File: config.mk
export PLATFORM = sky130hd
export DESIGN_NAME = i2s_clk_gen_flat
export DESIGN_NICKNAME = d
export VERILOG_FILES = /design/src/rtl/i2s_clk_gen_if.sv /design/src/rtl/i2s_clk_gen.sv /design/src/flat_wrapper.sv
export SDC_FILE = /design/constraint.sdc
export NUM_CORES = 1
export LEC_CHECK = 0
export ABC_AREA = 1
export BUFFER_PORTS_ARGS = -buffer_cell sky130_fd_sc_hd__buf_2
export CAP_MARGIN = 20
export CORE_UTILIZATION = 50
export DETAILED_ROUTE_END_ITERATION = 7
export GPL_TIMING_DRIVEN = 0
export PLACE_DENSITY = 0.74
export SLEW_MARGIN = 20
export SYNTH_ARGS = -nofsm -noshare
export SYNTH_HDL_FRONTEND = slang
export SYNTH_SLANG_ARGS = --single-unit
File: constraint.sdc
create_clock -name mclk_in -period 2.55 [get_ports mclk_in]
set_input_delay 0.255 -clock mclk_in [delete_from_list [all_inputs] [get_ports mclk_in]]
set_output_delay 0.255 -clock mclk_in [all_outputs]
set_load 0.05 [all_outputs]
File: src/rtl/i2s_clk_gen_if.sv
// Control/status bundle for i2s_clk_gen: run request, runtime config, clocks and strobes.
// Optional index outputs exist only when I2S_CLK_GEN_IDX_EN is defined.
interface i2s_clk_gen_if #(
  parameter int NUM_SLOTS = 2,
  parameter int SLOT_BITS = 32,
  parameter int DIV_W     = 10
);
  localparam int SLOT_W = (NUM_SLOTS > 2) ? $clog2(NUM_SLOTS) : 1;
  localparam int BIDX_W = (SLOT_BITS > 2) ? $clog2(SLOT_BITS) : 1;

  logic             en_in;
  logic [DIV_W-1:0] cfg_half_div_in;
  logic             cfg_fmt_in;
  logic             busy_out;
  logic             sclk_out;
  logic             lrck_out;
  logic             sclk_rise_out;
  logic             sclk_fall_out;
  logic             frame_start_out;
`ifdef I2S_CLK_GEN_IDX_EN
  logic [SLOT_W-1:0] slot_idx_out;
  logic [BIDX_W-1:0] bit_idx_out;

  modport master (
    input  en_in, cfg_half_div_in, cfg_fmt_in,
    output busy_out, sclk_out, lrck_out, sclk_rise_out, sclk_fall_out,
           frame_start_out, slot_idx_out, bit_idx_out
  );
  modport slave (
    output en_in, cfg_half_div_in, cfg_fmt_in,
    input  busy_out, sclk_out, lrck_out, sclk_rise_out, sclk_fall_out,
           frame_start_out, slot_idx_out, bit_idx_out
  );
`else
  modport master (
    input  en_in, cfg_half_div_in, cfg_fmt_in,
    output busy_out, sclk_out, lrck_out, sclk_rise_out, sclk_fall_out,
           frame_start_out
  );
  modport slave (
    output en_in, cfg_half_div_in, cfg_fmt_in,
    input  busy_out, sclk_out, lrck_out, sclk_rise_out, sclk_fall_out,
           frame_start_out
  );
`endif
endinterface

File: src/rtl/i2s_clk_gen.sv
// Runtime-programmable I2S/TDM SCLK/LRCK generator in the MCLK domain, starting/stopping on frame
// boundaries. Define I2S_CLK_GEN_IDX_EN to add registered slot/bit index outputs.
module i2s_clk_gen #(
  parameter int NUM_SLOTS = 2,
  parameter int SLOT_BITS = 32,
  parameter int DIV_W     = 10
) (
  input  logic           mclk_in,
  input  logic           arstn_in,
  i2s_clk_gen_if.master  bus
);
  localparam int FRAME_BITS = NUM_SLOTS * SLOT_BITS;
  localparam int BIT_W      = $clog2(FRAME_BITS);
  localparam logic [BIT_W-1:0] LAST_BIT = BIT_W'(FRAME_BITS - 1);

  typedef enum logic {S_IDLE, S_RUN} state_t;

  state_t           r_state, w_state_nxt;
  logic [DIV_W-1:0] r_div_cnt, w_div_nxt;
  logic [BIT_W-1:0] r_bit_cnt, w_bit_nxt;
  logic [DIV_W-1:0] r_half, w_half_nxt;
  logic             r_fmt, w_fmt_nxt;
  logic             r_busy, w_busy_nxt;
  logic             r_sclk, w_sclk_nxt;
  logic             r_lrck, w_lrck_nxt;
  logic             r_rise, w_rise_nxt;
  logic             r_fall, w_fall_nxt;
  logic             r_fs, w_fs_nxt;
  logic [DIV_W-1:0] w_half_m1;
  logic             w_div_last;

  // Frame-relative LRCK level; I2S looks one bit ahead so LRCK leads the MSB.
  function automatic logic lr(input logic [BIT_W-1:0] b, input logic fmt);
    logic [BIT_W-1:0] bb;
    if (fmt)
      bb = b;
    else
      bb = (b == LAST_BIT) ? '0 : b + BIT_W'(1);
    return (int'(bb) / SLOT_BITS) >= (NUM_SLOTS / 2);
  endfunction

  function automatic logic [DIV_W-1:0] clamp_div(input logic [DIV_W-1:0] d);
    return (d == '0) ? DIV_W'(1) : d;
  endfunction

  assign w_half_m1  = r_half - DIV_W'(1);
  assign w_div_last = (r_div_cnt == w_half_m1);

  always_comb begin
    w_state_nxt = r_state;
    w_div_nxt   = r_div_cnt;
    w_bit_nxt   = r_bit_cnt;
    w_half_nxt  = r_half;
    w_fmt_nxt   = r_fmt;
    w_busy_nxt  = r_busy;
    w_sclk_nxt  = r_sclk;
    w_lrck_nxt  = r_lrck;
    w_rise_nxt  = 1'b0;
    w_fall_nxt  = 1'b0;
    w_fs_nxt    = 1'b0;
    case (r_state)
      S_IDLE: begin
        w_div_nxt  = '0;
        w_bit_nxt  = '0;
        w_busy_nxt = 1'b0;
        w_sclk_nxt = 1'b0;
        w_lrck_nxt = 1'b0;
        if (bus.en_in) begin
          w_state_nxt = S_RUN;
          w_half_nxt  = clamp_div(bus.cfg_half_div_in);
          w_fmt_nxt   = bus.cfg_fmt_in;
          w_busy_nxt  = 1'b1;
          w_fs_nxt    = 1'b1;
          w_lrck_nxt  = lr('0, bus.cfg_fmt_in);
        end
      end
      S_RUN: begin
        if (!w_div_last) begin
          w_div_nxt = r_div_cnt + DIV_W'(1);
        end else begin
          w_div_nxt = '0;
          if (!r_sclk) begin
            w_sclk_nxt = 1'b1;
            w_rise_nxt = 1'b1;
          end else if (r_bit_cnt != LAST_BIT) begin
            w_sclk_nxt = 1'b0;
            w_fall_nxt = 1'b1;
            w_bit_nxt  = r_bit_cnt + BIT_W'(1);
            w_lrck_nxt = lr(r_bit_cnt + BIT_W'(1), r_fmt);
          end else if (bus.en_in) begin
            // Back-to-back frame: config is only sampled here, never mid-frame.
            w_sclk_nxt = 1'b0;
            w_fall_nxt = 1'b1;
            w_bit_nxt  = '0;
            w_fs_nxt   = 1'b1;
            w_half_nxt = clamp_div(bus.cfg_half_div_in);
            w_fmt_nxt  = bus.cfg_fmt_in;
            w_lrck_nxt = lr('0, bus.cfg_fmt_in);
          end else begin
            w_state_nxt = S_IDLE;
            w_sclk_nxt  = 1'b0;
            w_bit_nxt   = '0;
            w_busy_nxt  = 1'b0;
            w_lrck_nxt  = 1'b0;
          end
        end
      end
      default: begin
        w_state_nxt = S_IDLE;
      end
    endcase
  end

  always_ff @(posedge mclk_in or negedge arstn_in) begin
    if (!arstn_in) begin
      r_state   <= S_IDLE;
      r_div_cnt <= '0;
      r_bit_cnt <= '0;
      r_half    <= DIV_W'(1);
      r_fmt     <= 1'b0;
      r_busy    <= 1'b0;
      r_sclk    <= 1'b0;
      r_lrck    <= 1'b0;
      r_rise    <= 1'b0;
      r_fall    <= 1'b0;
      r_fs      <= 1'b0;
    end else begin
      r_state   <= w_state_nxt;
      r_div_cnt <= w_div_nxt;
      r_bit_cnt <= w_bit_nxt;
      r_half    <= w_half_nxt;
      r_fmt     <= w_fmt_nxt;
      r_busy    <= w_busy_nxt;
      r_sclk    <= w_sclk_nxt;
      r_lrck    <= w_lrck_nxt;
      r_rise    <= w_rise_nxt;
      r_fall    <= w_fall_nxt;
      r_fs      <= w_fs_nxt;
    end
  end

  assign bus.busy_out        = r_busy;
  assign bus.sclk_out        = r_sclk;
  assign bus.lrck_out        = r_lrck;
  assign bus.sclk_rise_out   = r_rise;
  assign bus.sclk_fall_out   = r_fall;
  assign bus.frame_start_out = r_fs;

`ifdef I2S_CLK_GEN_IDX_EN
  localparam int SLOT_W = (NUM_SLOTS > 2) ? $clog2(NUM_SLOTS) : 1;
  localparam int BIDX_W = (SLOT_BITS > 2) ? $clog2(SLOT_BITS) : 1;

  logic [SLOT_W-1:0] r_slot_idx, w_slot_nxt;
  logic [BIDX_W-1:0] r_bit_idx, w_bidx_nxt;

  // Indices track the next bit counter so they stay aligned with r_bit_cnt.
  always_comb begin
    w_slot_nxt = '0;
    w_bidx_nxt = '0;
    if (w_state_nxt == S_RUN) begin
      w_slot_nxt = SLOT_W'(int'(w_bit_nxt) / SLOT_BITS);
      w_bidx_nxt = BIDX_W'(SLOT_BITS - 1 - (int'(w_bit_nxt) % SLOT_BITS));
    end
  end

  always_ff @(posedge mclk_in or negedge arstn_in) begin
    if (!arstn_in) begin
      r_slot_idx <= '0;
      r_bit_idx  <= '0;
    end else begin
      r_slot_idx <= w_slot_nxt;
      r_bit_idx  <= w_bidx_nxt;
    end
  end

  assign bus.slot_idx_out = r_slot_idx;
  assign bus.bit_idx_out  = r_bit_idx;
`endif
endmodule

File: src/flat_wrapper.sv
// flat-port wrapper written by rule: the top's interface ports become plain ports
module i2s_clk_gen_flat 
#(
  parameter int NUM_SLOTS = 2,
  parameter int SLOT_BITS = 32,
  parameter int DIV_W     = 10
)
  (mclk_in, arstn_in, bus_en_in, bus_cfg_half_div_in, bus_cfg_fmt_in, bus_busy_out, bus_sclk_out, bus_lrck_out, bus_sclk_rise_out, bus_sclk_fall_out, bus_frame_start_out);
  i2s_clk_gen_if #(.NUM_SLOTS(NUM_SLOTS), .SLOT_BITS(SLOT_BITS), .DIV_W(DIV_W)) bus_i ();
  input  logic mclk_in;
  input  logic arstn_in;
  input wire logic [$bits(bus_i.en_in)-1:0] bus_en_in;
  input wire logic [$bits(bus_i.cfg_half_div_in)-1:0] bus_cfg_half_div_in;
  input wire logic [$bits(bus_i.cfg_fmt_in)-1:0] bus_cfg_fmt_in;
  output wire logic [$bits(bus_i.busy_out)-1:0] bus_busy_out;
  output wire logic [$bits(bus_i.sclk_out)-1:0] bus_sclk_out;
  output wire logic [$bits(bus_i.lrck_out)-1:0] bus_lrck_out;
  output wire logic [$bits(bus_i.sclk_rise_out)-1:0] bus_sclk_rise_out;
  output wire logic [$bits(bus_i.sclk_fall_out)-1:0] bus_sclk_fall_out;
  output wire logic [$bits(bus_i.frame_start_out)-1:0] bus_frame_start_out;
  assign bus_i.en_in = bus_en_in;
  assign bus_i.cfg_half_div_in = bus_cfg_half_div_in;
  assign bus_i.cfg_fmt_in = bus_cfg_fmt_in;
  assign bus_busy_out = bus_i.busy_out;
  assign bus_sclk_out = bus_i.sclk_out;
  assign bus_lrck_out = bus_i.lrck_out;
  assign bus_sclk_rise_out = bus_i.sclk_rise_out;
  assign bus_sclk_fall_out = bus_i.sclk_fall_out;
  assign bus_frame_start_out = bus_i.frame_start_out;
  i2s_clk_gen #(.NUM_SLOTS(NUM_SLOTS), .SLOT_BITS(SLOT_BITS), .DIV_W(DIV_W)) u_core (.mclk_in(mclk_in), .arstn_in(arstn_in), .bus(bus_i));
endmodule
==> results.md, run 1 <==
* Htree depth at 2
* Layout cells sized above 1 at 17.4%
* Die ar. at 4670 um2
* Flops & latches, synth at 34
* Initial DRC count at 97
* Worst-skew pair later-pin latency at 0.29 ns
* Post-synth EDFFs at 0
* Worst clock skew at 0.00646 ns
* PwrDens at 726 nW/um2
* Ant diodes at 0
* Core outline area at 4120 um2
* Syn. warnings at 0
* Static Leak at 1.33 nW
* Hold-fix buffers, CTS at 0
* Yosys top cell by area: dfrtp_1
* CP Cell Sequence: inv_1, ha_1, inv_1, nand2_1, nand3_1, o21ai_0, nor2_1, nand3_1, nor2_1, nand3_2, nand2_4, buf_6, nand4_1, nand2_1
* Initial antenna violation count at 0
* Pre-CTS WS at 0.330 ns
* Fin. Hold Viols at 0
* Asr flop ratio synth at 100%
* Vias per cell at 5.13
* Worst hold path class: in -> async
* Worst Setup End Kind: register
* Max Freq at 446 MHz
* Core Util, Final at 59.5%
* Placer Congestion at 0.909
* Largest family of logic cells by synthesized area: simple AND/OR/NAND/NOR gates
* Final setup fails at 0
* Mux cell area share after synthesis at 0%
* Post-route setup slack at 0.308 ns
* Commonest cells in the netlist: nand2_1 (83), nor2_1 (34), dfrtp_1 (33)
* Pin slew with the least headroom to its limit at 0.783 ns
* Final Cycle Share at 87.9%
* Status: finished clean
* CTS tree: yes
* Fin crit period at 2.24 ns
* Required time of the critical path at 2.78 ns
* Initial Util at 53.5%
* Largest cells by area after synthesis: dfrtp_1 (38%), nand2_1 (14%), nand3_1 (6.6%)
* Simple logic cell fraction of the synthesized area at 42.2%
* Post-synth top flop: dfrtp_1
* Max Cap Violations at 0
* Crit-path max FO at 10
* Fin Setup TNS at 0 ns
* Pin count of the biggest net entering global routing at 35
* Netlist cell types at 32
* Largest stage delay, worst path at 0.58 ns
* Top cell type's share of synthesized area at 37.5%
* DR DRC count at 0
* Sequential area share after synthesis at 38.7%
* Hold slack at 0.0474 ns
* IO Pins at 20
* Most common cell in the netlist: nand2_1
* Tot GR Track Use at 23.0%
* Net Count, Synth at 313
* Synth Cell Area at 2200 um2
* Synth Area in Compound Gates at 2.22%
* Port Buffers at 19
* Setup crit start kind: register
* Total Nets Final at 339
* Post-Synth XOR/XNOR Area at 6.37%
* Clock buffer depth at 2
* Num CTS Buffers at 5
* Synthesis-to-layout area growth at 11.3%
* CP arrival at 2.47 ns
* Clock Pin Slew Worst Setup and Hold Paths at 0.07 ns
* Routed len/inst at 12.3 um
* Gr ovfl total at 0
* Total number of vias at 1,910
* Cts repair resizes at 0
* Sink Count at 34
* Syn_area_per_cell at 7.46 um2
* Routed Antenna Nets at 0
* RSZ-0062 raised after global routing: false
* Fill cells at 400
* Synth Area in Adders at 2.27%
* Slew margin rel. at 47.8%
* Die Width at 68.3 um
* Post-Syn Instances at 295
* Worst IR drop on VDD at 0.000384 V
* Post-DP HPWL at 3490 um
* Worst Setup Path Type: reg -> reg
* Max Slew Vio Count at 0
* Row cnt at 23
* Vias in the first global route at 1,765
* Total Wirelength at 4580 um
* Critical path's slowest cell: dfstp_2
* Largest regs: u_core.r_div_cnt x10, u_core.r_half x10, u_core.r_bit_cnt x6
* DIE HEIGHT at 68.3 um
* Post-CTS Repair Setup Buffers at 0
* First-pass GRT wire length at 7690 um
* Number of detailed-routing iterations run before antenna repair at 6
* CTS root buffer: clkbuf_8
==> kinds of logic (layout without fill, tap and decap cells) <==
| kind of cell | Yosys count | count (layout) |
|---|---|---|
| AO/OA/AOI/OAI | 9 | 9 |
| XOR/XNOR | 16 | 16 |
| adder cells (fa/ha/maj) | 4 | 4 |
| buffers and inverters | 39 | 66 |
| flip-flops | 34 | 34 |
| AND/OR/NAND/NOR | 193 | 193 |
==> cell type report <==
class | instances | area [um2] | area share [%]
buffer | 9 | 67.6 | 2.76
clock buffer | 7 | 86.3 | 3.52
clock inverter | 1 | 5.00 | 0.204
inverter | 30 | 113 | 4.60
multi-input combinational | 222 | 1170 | 47.7
sequential | 34 | 852 | 34.8
tap | 50 | 62.6 | 2.55
timing repair buffer | 19 | 95.1 | 3.88
==> routing by layer <==
layer	vias to the layer above	track usage, %	part of all wire (%)
li1	999	-	-
met1	875	29.2	49
met2	30	37.5	46
met3	6	5.00	2.9
met4	0	9.38	1.6
met5	-	0	0
==> report_power, final <==
group	internal (mW)	total (mW)	switching [mW]	leakage, nW
Sequential	0.616	0.707	0.0916	0.452
Combinational	0.227	0.661	0.434	0.829
Clock	0.218	0.410	0.193	0.0482
==> through the flow <==
step | total power, mW | instance area (um2) | cells
floorplan | 1.23 | 2200 | 295
finish | 1.78 | 2450 | 372
global route | 1.92 | 2450 | 372
global placement | 1.36 | 2360 | 364
CTS | 1.79 | 2450 | 372
detailed placement | 1.38 | 2360 | 364
==> placed cells by master (no fill, tap or decap), drive strengths merged <==
master	instances
a21oi	3
a31o	1
and2	1
buf	26
clkbuf	9
clkinv	1
dfrtp	33
dfstp	1
ha	4
inv	30
nand2	87
nand3	37
nand3b	2
nand4	15
nor2	39
nor3	5
nor3b	2
nor4	2
o21ai	5
or2	3
xnor2	4
xor2	12
==> worst paths after layout <==
kind / start / end / slack (ns) / cells after the start
setup / recovery: u_core.r_half[0] / u_core.r_half[4] / 0.31 / 14
hold / removal: arstn_in / u_core.r_half[3] / 0.05 / 1
setup reg to reg: u_core.r_half[0] / u_core.r_half[4] / 0.31 / 14
hold reg to reg: u_core.bus.lrck_out / u_core.bus.lrck_out / 0.48 / 2
max in group asynchronous: arstn_in / u_core.bus.sclk_fall_out / 2.01 / 1
min in group mclk_in: bus_cfg_half_div_in[5] / u_core.r_half[5] / 0.23 / 3
==> worst max-delay path: cells and delay by family, from the launching register on <==
kind / cells / cell delay (ns)
AND/OR/NAND/NOR: 9 / 0.93
buffers and inverters: 3 / 0.32
AO/OA/AOI/OAI: 1 / 0.09
adder cells (fa/ha/maj): 1 / 0.28
flip-flops: 1 / 0.58
Note: power is estimated with default switching activity, not from simulation.
==> run 2, diff against run 1 <==
--- a/config.mk
+++ b/config.mk
@@ -9,9 +9,11 @@
 export BUFFER_PORTS_ARGS = -buffer_cell sky130_fd_sc_hd__buf_2
 export CAP_MARGIN = 20
 export CORE_UTILIZATION = 50
+export CTS_BUF_LIST = sky130_fd_sc_hd__clkbuf_16
+export CTS_CLUSTER_DIAMETER = 150
 export DETAILED_ROUTE_END_ITERATION = 7
 export GPL_TIMING_DRIVEN = 0
-export PLACE_DENSITY = 0.74
+export PLACE_DENSITY = 0.77
 export SLEW_MARGIN = 20
 export SYNTH_ARGS = -nofsm -noshare
 export SYNTH_HDL_FRONTEND = slang
==> constraint.sdc (replaced) <==
create_clock -name mclk_in -period 1.95 [get_ports mclk_in]
set_input_delay 0.195 -clock mclk_in [delete_from_list [all_inputs] [get_ports mclk_in]]
set_output_delay 0.195 -clock mclk_in [all_outputs]
set_load 0.05 [all_outputs]
==> run 2 against run 1 <==
Compared with the run above: via count rose by 4.2%; largest power group is now combinational logic; die area did not move; worst hold slack got worse by 0.069 ns; routed wire length grew 12%; clock-buffer cell count down 2; largest cell class unchanged; register-to-register slack lost 0.46 ns; critical endpoint unchanged; design area is 12% higher; the flow now finishes with violations (negative hold slack, negative setup slack).
==> results.md, run 2 (same netlist as run 1, synthesis figures left out) <==
* Status: complete, but fails checks
* Failing checks: negative hold slack, negative setup slack
* GR peak layer: met2
* Clock share of power at 27.8% (+4.7 points)
* Die ar. at 4670 um2 (unchanged)
* Worst clock skew at 0.00314 ns (-0.00332 ns)
* Gr ovfl total at 0 (unchanged)
* Ant diodes at 0 (unchanged)
* Hold slack at -0.0212 ns (-0.0686 ns)
* Max Slew Vio Count at 0 (unchanged)
* Initial antenna violation count at 0 (unchanged)
* Post-layout instance area at 2740 um2 (+12%)
* Total Nets Final at 350 (+3.2%)
* Pin count of the biggest net entering global routing at 35 (unchanged)
* Total Wirelength at 5130 um (+12%)
* Layout cells sized above 1 at 26.7% (+9.3 points)
* Max Cap Violations at 0 (unchanged)
* Crit-path max FO at 6 (-4)
* DIE HEIGHT at 68.3 um (unchanged)
* First-pass GRT wire length at 8290 um (+7.7%)
* Initial DRC count at 89 (-8.2%)
* DR DRC count at 0 (unchanged)
* Row cnt at 23 (unchanged)
* Static Leak at 1.45 nW (+8.8%)
* Comb pwr share at 37.3% (about the same)
* CP arrival at 2.31 ns (-0.16 ns)
* Clock Pin Slew Worst Setup and Hold Paths at 0.05 ns (-0.02 ns)
* Int Pwr at 1.62 mW (+52%)
* Final setup fails at 32 (+32)
* Worst-skew pair later-pin latency at 0.28 ns (about the same)
* Total number of vias at 1,990 (+4.2%)
* Core outline area at 4120 um2 (unchanged)
* Clock buffer depth at 2 (unchanged)
* Htree depth at 2 (unchanged)
* Slew margin rel. at 49.4% (+1.7 points)
* Number of detailed-routing iterations run before antenna repair at 5 (-1)
* Dpl cell area at 2380 um2 (+0.95%)
* M1 GR Usage at 31.5% (+2.3 points)
* PwrDens at 973 nW/um2 (+34%)
* Hold-fix buffers, CTS at 0 (unchanged)
* CTS root buffer: clkbuf_16
* RSZ-0062 raised after global routing: true
* Pin slew with the least headroom to its limit at 0.759 ns (-0.0248 ns)
* Sink Count at 34 (unchanged)
* Final Cycle Share at 108% (+20 points)
* Share of power burned in registers at 34.9% (-4.9 points)
* IO Pins at 20 (unchanged)
* Vias in the first global route at 1,868 (+5.8%)
* Routed Antenna Nets at 0 (unchanged)
* Tot GR Track Use at 24.9% (+1.9 points)
* Setup crit start kind: register
* CTS tree: yes
* Routed len/inst at 13.4 um (+9.0%)
* Most frequent cells in the layout: nand2_1 (77), dfrtp_1 (33), nor2_1 (30)
* Post-route setup slack at -0.147 ns (-0.455 ns)
* Vias per cell at 5.20 (+1.2%)
* Met2 usage at 39.8% (+2.3 points)
* Fin. Hold Viols at 25 (+25)
* Sw frac at 39.4% (-0.99 points)
* Worst hold path class: in -> async
* Fin crit period at 2.10 ns (-0.145 ns)
* Worst Setup End Kind: register
* Worst IR drop on VDD at 0.000685 V (+78%)
* Initial Util at 53.5% (unchanged)
* Synthesis-to-layout area growth at 24.6%
* Most common cell after layout, fill and taps aside: nand2_1
* Num CTS Buffers at 5 (unchanged)
* Port Buffers at 19 (unchanged)
* Placer Congestion at 0.916 (+0.71%)
* Max Freq at 477 MHz (+6.9%)
* Switch Pwr at 1.05 mW (+46%)
* Pre-CTS WS at -0.260 ns (-0.590 ns)
* Worst R2R Setup Slack at -0.15 ns (-0.46 ns)
* Post-DP HPWL at 3540 um (+1.3%)
* Worst Setup Path Type: reg -> reg
* Die Width at 68.3 um (unchanged)
* Fin Setup TNS at -2.98 ns (-2.98 ns)
* Largest regs: u_core.r_div_cnt x10, u_core.r_half x10, u_core.r_bit_cnt x6
* Required time of the critical path at 2.17 ns (-0.61 ns)
* Grt met3 use at 6.00% (+1.0 points)
==> run 2: area by class of cell <==
type                    instances  area, um2
plain buffers                   9       72.6
clock buffers                   5        125
clock inverters                 3       12.5
fillers                       355       1370
inverters                      30        113
multi-input cells             223       1300
flip-flops and latches         34        852
well taps                      50       62.6
repair buffers                 29        206
==> run 2: path summary, 6_finish.rpt <==
path / start / endpoint / cells past startpoint
worst min register to register: u_core.bus.lrck_out / u_core.bus.lrck_out / 2
min in group mclk_in: bus_cfg_fmt_in / u_core.r_fmt / 3
worst min-delay path: arstn_in / u_core.r_half[4] / 1
max in group asynchronous: arstn_in / u_core.r_div_cnt[0] / 1
worst max-delay path: u_core.r_half[0] / u_core.r_half[4] / 12
worst max register to register: u_core.r_half[0] / u_core.r_half[4] / 12
==> run 2: metal layers <==
layer  wire, um  share of wire (%)
met2       2370                 46
met1       2420                 47
met3        251                4.9
met5          0                  0
met4         94                1.8
==> run 2: timing repair <==
| item | CTS | global route |
|---|---|---|
| endpoints found under the setup margin | 31 | 34 |
| pin swaps | 9 | 15 |
| resized for setup | 3 | 34 |
| buffers inserted | 5 | 2 |
| gates cloned | 2 | 2 |
==> run 2: worst max-delay path, stage by stage, from the launching register on <==
cell and delay [ns]:
dfstp_2 0.55, inv_2 0.06, ha_4 0.26, xor2_1 0.14, nand2_1 0.08, nor2_1 0.09
nand3_1 0.10, nor2_2 0.11, nand3_2 0.12, nand2_4 0.19, buf_6 0.14, nand4_1 0.09
nand2_1 0.09
==> run 2: power by group through the flow <==
stage	clock network, mW	registers, mW	logic (mW)
after floorplan	0	0.971	0.643
after global placement	0	0.936	0.854
after detailed placement	0	0.939	0.877
after CTS	0.756	0.927	0.905
after global routing	0.786	0.949	1.11
final	0.741	0.931	0.996
==> run 2: stage by stage <==
step | hold WS (ns) | utilization, % | power (mW) | std cells
3_3_place_gp | 0.314 | 57.9 | 1.79 | 364
6_report | -0.0212 | 66.6 | 2.67 | 383
4_1_cts | 0.0276 | 62.6 | 2.59 | 379
3_5_place_dp | 0.323 | 57.9 | 1.82 | 364
5_1_grt | 0.0755 | 66.6 | 2.85 | 383
2_1_floorplan | -0.101 | - | 1.61 | 295
==> run 3, diff against run 2 <==
--- a/config.mk
+++ b/config.mk
@@ -8,12 +8,13 @@
 export ABC_AREA = 1
 export BUFFER_PORTS_ARGS = -buffer_cell sky130_fd_sc_hd__buf_2
 export CAP_MARGIN = 20
-export CORE_UTILIZATION = 50
+export CORE_UTILIZATION = 44
 export CTS_BUF_LIST = sky130_fd_sc_hd__clkbuf_16
 export CTS_CLUSTER_DIAMETER = 150
 export DETAILED_ROUTE_END_ITERATION = 7
 export GPL_TIMING_DRIVEN = 0
-export PLACE_DENSITY = 0.77
+export PLACE_DENSITY = 0.69
+export SKIP_CTS_REPAIR_TIMING = 1
 export SLEW_MARGIN = 20
 export SYNTH_ARGS = -nofsm -noshare
 export SYNTH_HDL_FRONTEND = slang
==> run 3 against run 2 <==
Compared with the run above: the flow still finishes with violations (negative hold slack, negative setup slack); sequential power increased by 0.8%; clock-buffer cell count unchanged; register-to-register slack lost 0.06 ns; critical path depth is the same; design area down 0.32%; via count grew 2.0%; die area grew 13%; utilization fell by 9.1 points; sequential cell count is the same; clock skew is 0.0032 ns higher; largest power group unchanged.
==> results.md, run 3 (same netlist as run 1, synthesis figures left out) <==
* Most frequent cells in the layout: nand2_1 (80), dfrtp_1 (33), nor2_1 (31)
* Most common cell after layout, fill and taps aside: nand2_1
* Clock Pin Slew Worst Setup and Hold Paths at 0.05 ns (about the same)
* Largest regs: u_core.r_div_cnt x10, u_core.r_half x10, u_core.r_bit_cnt x6
* Die ar. at 5290 um2 (+13%)
* Hold slack at -0.0135 ns (+0.00772 ns)
* Final setup fails at 34 (+6.3%)
* Sink Count at 34 (unchanged)
* Reg-to-Reg End: u_core.r_half[1]
* Slew margin rel. at 48.8% (-0.62 points)
* Initial antenna violation count at 0 (unchanged)
* CTS tree: yes
* Core Util, Final at 57.5% (-9.1 points)
* First-pass GRT wire length at 8110 um (-2.2%)
* DR DRC count at 0 (unchanged)
* Max Slew Vio Count at 0 (unchanged)
* DIE HEIGHT at 72.7 um (+6.4%)
* Routed Antenna Nets at 0 (unchanged)
* Pin count of the biggest net entering global routing at 35 (unchanged)
* Pin slew with the least headroom to its limit at 0.768 ns (+0.00935 ns)
* Row cnt at 25 (+8.7%)
* Grt met3 use at 4.70% (-1.3 points)
* R2r worst-path depth at 12 (unchanged)
* Total Wirelength at 5170 um (+0.78%)
* Static Leak at 1.44 nW (-0.29%)
* Worst Setup Path Type: reg -> reg
* Layout cells sized above 1 at 24.3% (-2.4 points)
* M1 GR Usage at 26.9% (-4.6 points)
* Max Cap Violations at 0 (unchanged)
* Fin Setup TNS at -5.08 ns (-2.10 ns)
* Placer Congestion at 0.866 (-5.5%)
* Core outline area at 4750 um2 (+16%)
* Status: complete, but fails checks
* Num CTS Buffers at 5 (unchanged)
* Worst-skew pair later-pin latency at 0.28 ns (about the same)
* Crit-path max FO at 5 (-1)
* CP arrival at 2.37 ns (+0.06 ns)
* Worst hold path class: in -> async
* Die Width at 72.7 um (+6.4%)
* Synthesis-to-layout area growth at 24.2%
* Worst R2R Setup Slack at -0.21 ns (-0.06 ns)
* Power Total at 2.66 mW (-0.16%)
* Post-route setup slack at -0.207 ns (-0.0607 ns)
* Initial DRC count at 112 (+26%)
* Max Freq at 464 MHz (-2.8%)
* Vias in the first global route at 1,774 (-5.0%)
* Fin crit period at 2.16 ns (+0.0607 ns)
* Total Nets Final at 350 (unchanged)
* Port Buffers at 19 (unchanged)
* Number of detailed-routing iterations run before antenna repair at 4 (-1)
* PwrDens at 974 nW/um2 (+0.16%)
* GR peak layer: met2
* Failing checks: negative hold slack, negative setup slack
* IO Pins at 20 (unchanged)
* CTS root buffer: clkbuf_16
* Post-DP HPWL at 3640 um (+2.8%)
* Worst clock skew at 0.00634 ns (+0.00320 ns)
* Vias per cell at 5.07 (-2.4%)
* Fin. Hold Viols at 17 (-32%)
* Required time of the critical path at 2.16 ns (about the same)
* Total number of vias at 2,029 (+2.0%)
* RSZ-0062 raised after global routing: true
* Routed len/inst at 12.9 um (-3.5%)
* Worst IR drop on VDD at 0.000795 V (+16%)
* Tot GR Track Use at 20.3% (-4.7 points)
* Initial Util at 46.3% (-7.2 points)
* Setup crit start kind: register
* Clock buffer depth at 2 (unchanged)
* Htree depth at 2 (unchanged)
* Worst Setup End Kind: register
* Gr ovfl total at 0 (unchanged)
* Ant diodes at 0 (unchanged)
* R2R Path Start: u_core.r_half[0]
* Met2 usage at 33.1% (-6.7 points)
* Final Cycle Share at 111% (+3.1 points)
-- run 3: how the worst max path moves through the flow --
stage | start | end | slack (ns) | cells after the start
3_5_place_dp | u_core.r_half[0] | u_core.r_half[8] | -0.25 | 11
3_3_place_gp | u_core.r_half[0] | u_core.r_half[9] | -0.22 | 11
2_1_floorplan | u_core.r_half[0] | u_core.r_half[3] | -0.02 | 11
4_1_cts | u_core.r_half[0] | u_core.r_half[8] | -0.27 | 11
6_report | u_core.r_half[0] | u_core.r_half[1] | -0.21 | 12
5_1_grt | u_core.r_half[0] | u_core.r_half[6] | -0.38 | 12
-- run 3: worst max-delay path: stages, from the launching register on --
cell and delay [ns]:
dfstp_2 0.58, inv_4 0.05, ha_4 0.26, xor2_2 0.13
nand2_1 0.08, nor2_1 0.12, nand3_1 0.12, nor2_2 0.16
nand3_4 0.14, nand2_8 0.14, buf_4 0.14, nand4_1 0.09
nand2_1 0.08
-- run 3: final cells by class --
class                      count  area (um2)
multi-input combinational    223        1270
inverter                      30         115
timing repair buffer          29         191
clock inverter                 3        16.3
clock buffer                   5         125
buffer                         9        75.1
sequential                    34         852
fill                         442        2020
tap                           67        83.8
-- run 3: metal layers --
layer  routed length (um)  up-vias
met5                    0        -
met4                   59        0
met3                  177        5
met2                 2530       35
met1                 2400      957
li1                     -     1032
-- run 3: power by group --
group	total, mW	switching [mW]	leakage [nW]	internal [mW]
combinational	0.968	0.626	0.923	0.342
clock	0.758	0.293	0.0672	0.465
sequential	0.938	0.132	0.452	0.806
total	2.66	1.05	1.44	1.61
-- run 3: stage by stage --
stage          instances  setup slack, ns  cell area [um2]
2_1_floorplan        295          -0.0209             2220
3_3_place_gp         381           -0.223             2400
3_5_place_dp         381           -0.252             2400
4_1_cts              389           -0.268             2540
5_1_grt              400           -0.379             2730
6_report             400           -0.207             2730
